## src/rtl/seq_hit_window_monitor.sv

```systemverilog
// seq_hit_window_monitor: counts sequence-detector hits over fixed windows of
// WINDOW cycles and posts each window's count as a valid/ready result, with a
// sticky threshold interrupt and a sticky unread-result overrun flag.
// Optional macro HIT_FIRST_OFFSET_EN adds res_first, the in-window cycle
// index of the first hit of the reported window (all-ones when no hit).
module seq_hit_window_monitor #(
    parameter int WINDOW = 1000,
    parameter int CNT_W  = 8,
    parameter int THRESH = 4,
    parameter int WIN_W  = $clog2(WINDOW)
) (
    input  logic             clk,
    input  logic             rst,
    input  logic             en,
    input  logic             success,
    input  logic             res_ready,
    input  logic             status_clr,
    output logic             res_valid,
    output logic [CNT_W-1:0] res_count,
    output logic             res_sat,
    output logic             irq,
    output logic             overrun,
    output logic             busy
`ifdef HIT_FIRST_OFFSET_EN
    ,
    output logic [WIN_W-1:0] res_first
`endif
);

    typedef enum logic {
        IDLE = 1'b0,
        RUN  = 1'b1
    } state_t;

    localparam logic [CNT_W-1:0] HIT_MAX  = '1;
    localparam logic [CNT_W-1:0] THRESH_V = CNT_W'(THRESH);
    localparam logic [WIN_W-1:0] WIN_LAST = WIN_W'(WINDOW - 1);

    state_t             state_q;
    state_t             state_d;
    logic               counting;
    logic [WIN_W-1:0]   win_cnt;
    logic [CNT_W-1:0]   hit_cnt;
    logic               sat_q;
    logic               win_end;
    logic               hit_at_max;
    logic [CNT_W-1:0]   total;
    logic               sat_total;
    logic               transfer;

    // State register
    always_ff @(posedge clk or posedge rst) begin
        if (rst) begin
            state_q <= IDLE;
        end else begin
            state_q <= state_d;
        end
    end

    // Next state, busy, and whether this cycle counts toward the window
    always_comb begin
        state_d  = state_q;
        busy     = 1'b0;
        counting = 1'b0;
        case (state_q)
            IDLE: begin
                if (en) begin
                    state_d = RUN;
                end
            end
            RUN: begin
                busy = 1'b1;
                if (en) begin
                    counting = 1'b1;
                end else begin
                    state_d = IDLE;
                end
            end
            default: state_d = IDLE;
        endcase
    end

    // Saturating hit total including the current cycle; en low in RUN
    // discards the window, even in its last cycle
    always_comb begin
        hit_at_max = (hit_cnt == HIT_MAX);
        total      = hit_cnt;
        if (success && !hit_at_max) begin
            total = hit_cnt + CNT_W'(1);
        end
        sat_total = sat_q | (success & hit_at_max);
        win_end   = counting && (win_cnt == WIN_LAST);
        transfer  = res_valid && res_ready;
    end

    // Window cycle counter, hit counter and saturation flag
    always_ff @(posedge clk or posedge rst) begin
        if (rst) begin
            win_cnt <= '0;
            hit_cnt <= '0;
            sat_q   <= 1'b0;
        end else if (!counting || win_end) begin
            win_cnt <= '0;
            hit_cnt <= '0;
            sat_q   <= 1'b0;
        end else begin
            win_cnt <= win_cnt + WIN_W'(1);
            hit_cnt <= total;
            sat_q   <= sat_total;
        end
    end

    // Result register and valid/ready handshake
    always_ff @(posedge clk or posedge rst) begin
        if (rst) begin
            res_valid <= 1'b0;
            res_count <= '0;
            res_sat   <= 1'b0;
        end else if (win_end) begin
            res_valid <= 1'b1;
            res_count <= total;
            res_sat   <= sat_total;
        end else if (transfer) begin
            res_valid <= 1'b0;
        end
    end

    // Sticky status flags; a set in the same cycle as status_clr wins
    always_ff @(posedge clk or posedge rst) begin
        if (rst) begin
            irq     <= 1'b0;
            overrun <= 1'b0;
        end else begin
            if (win_end && (total >= THRESH_V)) begin
                irq <= 1'b1;
            end else if (status_clr) begin
                irq <= 1'b0;
            end
            if (win_end && res_valid && !res_ready) begin
                overrun <= 1'b1;
            end else if (status_clr) begin
                overrun <= 1'b0;
            end
        end
    end

`ifdef HIT_FIRST_OFFSET_EN
    logic [WIN_W-1:0] first_q;
    logic             seen_q;

    // Offset of the first hit in the running window
    always_ff @(posedge clk or posedge rst) begin
        if (rst) begin
            first_q <= '0;
            seen_q  <= 1'b0;
        end else if (!counting || win_end) begin
            first_q <= '0;
            seen_q  <= 1'b0;
        end else if (success && !seen_q) begin
            first_q <= win_cnt;
            seen_q  <= 1'b1;
        end
    end

    // First-hit offset loaded alongside res_count; a hit in the last
    // cycle of an otherwise empty window reports WINDOW-1
    always_ff @(posedge clk or posedge rst) begin
        if (rst) begin
            res_first <= '0;
        end else if (win_end) begin
            if (seen_q) begin
                res_first <= first_q;
            end else if (success) begin
                res_first <= win_cnt;
            end else begin
                res_first <= '1;
            end
        end
    end
`endif

endmodule
```

## config.mk

```make
export PLATFORM = sky130hd
export DESIGN_NAME = seq_hit_window_monitor
export DESIGN_NICKNAME = d
export VERILOG_FILES = /design/src/rtl/seq_hit_window_monitor.sv
export SDC_FILE = /design/constraint.sdc
export NUM_CORES = 1
export LEC_CHECK = 0
export ABC_AREA = 1
export ABC_CLOCK_PERIOD_IN_PS = 3500
export CAP_MARGIN = 5
export CORE_MARGIN = 1.5
export CORE_UTILIZATION = 55
export CTS_CLUSTER_SIZE = 16
export DETAILED_ROUTE_END_ITERATION = 8
export GPL_ROUTABILITY_DRIVEN = 0
export PLACE_DENSITY = 0.79
export SLEW_MARGIN = 20
export SYNTH_ARGS = -nofsm -noshare
export SYNTH_HDL_FRONTEND = slang
export SYNTH_SLANG_ARGS = --single-unit
```

## constraint.sdc

```tcl
create_clock -name clk -period 3.5 [get_ports clk]
set_clock_uncertainty 0.15 [all_clocks]
set_input_delay 0.525 -clock clk [delete_from_list [all_inputs] [get_ports clk]]
set_output_delay 0.525 -clock clk [all_outputs]
set_load 0.05 [all_outputs]
```

==> impl_metrics.env <==
export IMPL_routed_wirelength_mm=2.99
export IMPL_grt_pass1_wl_mm=5.42
export IMPL_placedInstanceArea_mm2=0.00178
export IMPL_antenna_diode_count=0
export IMPL_grt_start_max_net_pins=27
export IMPL_die_w_um=56.6
export IMPL_row_count=19
export IMPL_post_layout_total_power_mw=0.632
export IMPL_grt_setup_unrepaired="no"
export IMPL_met2_wirelength_mm=1.43
export IMPL_tritoncts="done"
export IMPL_grt_total_usage_pct=22.7
export IMPL_cts_repair_resized=0
export IMPL_p_leak_nw=0.863
export IMPL_layout_min_cycle_time_ns=2.22
export IMPL_report_final_setup_viol=0
export IMPL_detailedPlacementHpwl_mm=2.21
export IMPL_cp_num_buf_inv=1
export IMPL_r2r_slack_ns=1.71
export IMPL_numCtsBuffers=5
export IMPL_synthesis_instances=181
export IMPL_remaining_number_of_nets_flagged_by_the_antenna_check_after_routing=0
export IMPL_critical_path_top_delay_family="buffers and inverters"
export IMPL_synth_top_cell_area_share_pct=50.7
export IMPL_finalInstanceArea_mm2=0.00185
export IMPL_start_kind="register"
export IMPL_worst_slew_pin_transition_ns=0.504
export IMPL_root_buffer="sky130_fd_sc_hd__clkbuf_4"
export IMPL_async_reset_ff_share_pct=100
export IMPL_drt_pre_antenna_iters=4
export IMPL_routed_wire_length_per_instance_um=12.7
export IMPL_end_of_flow_core_utilization_pct=67.6
export IMPL_fmax_mhz=450
export IMPL_via_count_of_the_first_global_routing_pass=1245
export IMPL_post_cts_buffers=0
export IMPL_critical_path_required_ns=2.82
export IMPL_vdd_drop_max_mv=0.324
export IMPL_setup_tns_ns=0
export IMPL_globalRouteOverflowTotal=0
export IMPL_routed_via_density=5.24
export IMPL_floorplan_initialDensity_pct=57.8
export IMPL_cts_htree_levels=2
export IMPL_final_max_slew_viol_count=0
export IMPL_die_height_um=56.6
export IMPL_classification_of_the_worst_slack_hold_path="in2async"
export IMPL_ys_seq_area_share_pct=50.7
export IMPL_layout_drive_gt1_share_pct=13.7
export IMPL_routed_via_count=1232
export IMPL_critical_path_class="reg2out"
export IMPL_clock_path_buffers=2
export IMPL_placedCellCount=228
export IMPL_cp_arrival_ns=1.55
export IMPL_final_instance_count_excl_fill=235
export IMPL_clock_sinks=32
export IMPL_path_max_fanout=3
export IMPL_buffers_added_on_ports=18
export IMPL_synth_seq_cells=32
export IMPL_synth_largest_area_cell="sky130_fd_sc_hd__dfrtp_1"
export IMPL_layout_nets=212
export IMPL_synth_area_per_cell_um2=8.73
export IMPL_netlist_area_mm2=0.00158
export IMPL_end_kind="output port"
export IMPL_final_hold_viol_count=0
export IMPL_max_cap_viol=0
export IMPL_area_delta_synth_final_pct=16.9
export IMPL_n_fill_cell=212
export IMPL_die_area_mm2=0.00320
export IMPL_yosys_most_used_dff="sky130_fd_sc_hd__dfrtp_1"
export IMPL_count_of_flip_flops_with_a_built_in_enable_after_synthesis=0
export IMPL_syn_nets=189
export IMPL_route_met3_wl_um=125
export IMPL_post_cts_hold_buffer_count=0
export IMPL_synthesis_yosys_warnings=0
export IMPL_cp_slowest_stage_delay_ns=0.82
export IMPL_drc=0
export IMPL_power_per_cell_area_mw_per_mm2=342
export IMPL_synth_lib_cells_used_distinct=31
export IMPL_synth_top_cells_by_area="sky130_fd_sc_hd__dfrtp_1, sky130_fd_sc_hd__nand2_1, sky130_fd_sc_hd__nor2_1, sky130_fd_sc_hd__inv_1, sky130_fd_sc_hd__nand3_1"
export IMPL_core_area_mm2=0.00273
export IMPL_crit_path_top_delay_cell="sky130_fd_sc_hd__clkdlybuf4s50_1"
export IMPL_routed_top_layer="met4"
export IMPL_path_clk_slew_ns=0.09
export IMPL_antenna_violations_before_repair=0
export IMPL_period_share_pct=63.5
export IMPL_most_common_layout_cells="sky130_fd_sc_hd__nand2_1, sky130_fd_sc_hd__dfrtp_1, sky130_fd_sc_hd__nor2_1, sky130_fd_sc_hd__inv_1, sky130_fd_sc_hd__clkdlybuf4s50_1"
export IMPL_timing_slew_headroom_pct=66.3
export IMPL_route_layer_met1_wl_mm=1.38
export IMPL_clock_insertion_delay_worst_skew_ns=0.32
export IMPL_crit_chain="clkdlybuf4s50_1"
export IMPL_io_pin_count=19
export IMPL_mostFrequentLayoutCell="sky130_fd_sc_hd__nand2_1"
export IMPL_drt_initial_drc_count=40
export IMPL_result_of_the_run="finished, final reports clean"
## worst paths after layout
path / startpoint / to / depth (start not counted)
max in group asynchronous: rst / res_count[1]$_DFFE_PP0P_ / 3
setup reg to reg: hit_cnt[0]$_DFF_PP0_ / irq$_DFFE_PP0P_ / 10
min in group clk: win_cnt[0]$_DFF_PP0_ / win_cnt[0]$_DFF_PP0_ / 1
hold / removal: rst / res_valid$_DFFE_PP0P_ / 2
setup / recovery: state_q$_DFF_PP0_ / busy / 1
hold reg to reg: win_cnt[0]$_DFF_PP0_ / win_cnt[0]$_DFF_PP0_ / 1
## layout make-up
class	instances	area, µm²	area share (%)
flip-flops and latches	32	801	43.3
multi-input cells	120	656	35.5
repair buffers	19	188	10.2
inverters	26	100	5.42
clock buffers	7	65.1	3.52
well taps	31	38.8	2.10
## flip-flops by register name (all words and copies together), names as in the netlist
name       flops
res_count      8
res_valid      1
hit_cnt        8
overrun        1
state_q        1
irq            1
sat_q          1
res_sat        1
win_cnt       10
## metal layers
metal | global-route usage [%] | vias to the layer above
li1 | - | 612
met1 | 28.7 | 584
met2 | 34.4 | 29
met3 | 8.99 | 7
met4 | 10.5 | 0
met5 | 0 | -
## Yosys cell counts, types with 2 or more instances
| cell type | number |
|---|---|
| sky130_fd_sc_hd__nand4_1 | 3 |
| sky130_fd_sc_hd__a21oi_1 | 3 |
| sky130_fd_sc_hd__nor2_2 | 2 |
| sky130_fd_sc_hd__o21ai_2 | 4 |
| sky130_fd_sc_hd__nand2_2 | 2 |
| sky130_fd_sc_hd__xor2_1 | 3 |
| sky130_fd_sc_hd__o21bai_1 | 2 |
| sky130_fd_sc_hd__dfrtp_1 | 32 |
| sky130_fd_sc_hd__nand3_2 | 4 |
| sky130_fd_sc_hd__nor3_1 | 6 |
| sky130_fd_sc_hd__o21ai_1 | 4 |
| sky130_fd_sc_hd__nand2_4 | 2 |
| sky130_fd_sc_hd__inv_1 | 24 |
| sky130_fd_sc_hd__nand2_1 | 38 |
| sky130_fd_sc_hd__nor2_4 | 2 |
| sky130_fd_sc_hd__nand3_1 | 8 |
| sky130_fd_sc_hd__ha_1 | 2 |
| sky130_fd_sc_hd__nor2_1 | 27 |
## per-stage QoR
step,worst slack [ns],hold WS [ns]
finish,1.28,0.271
floorplan,1.86,0.283
global route,1.23,0.279
global placement,1.20,0.297
CTS,1.27,0.264
detailed placement,1.11,0.308
## report_power, final
part | total [mW] | internal, mW | switching (mW) | leakage, nW
logic | 0.0303 | 0.0101 | 0.0201 | 0.383
registers | 0.374 | 0.372 | 0.00230 | 0.443
clock network | 0.228 | 0.114 | 0.114 | 0.0374
## cell families (layout without fill, tap and decap cells)
| family | count (synthesis) | in the layout | synth area share, % |
|---|---|---|---|
| AOI/OAI and AO/OA | 15 | 15 | 6.10 |
| adders and majority gates | 2 | 2 | 1.58 |
| buffers and inverters | 29 | 52 | 7.84 |
| DFF | 32 | 32 | 50.7 |
| muxes | 1 | 1 | 0.633 |
| xor gates and xnor gates | 5 | 5 | 3.25 |
| and+or+nand+nor | 97 | 97 | 29.9 |
Power figures use the tool's default switching activity.
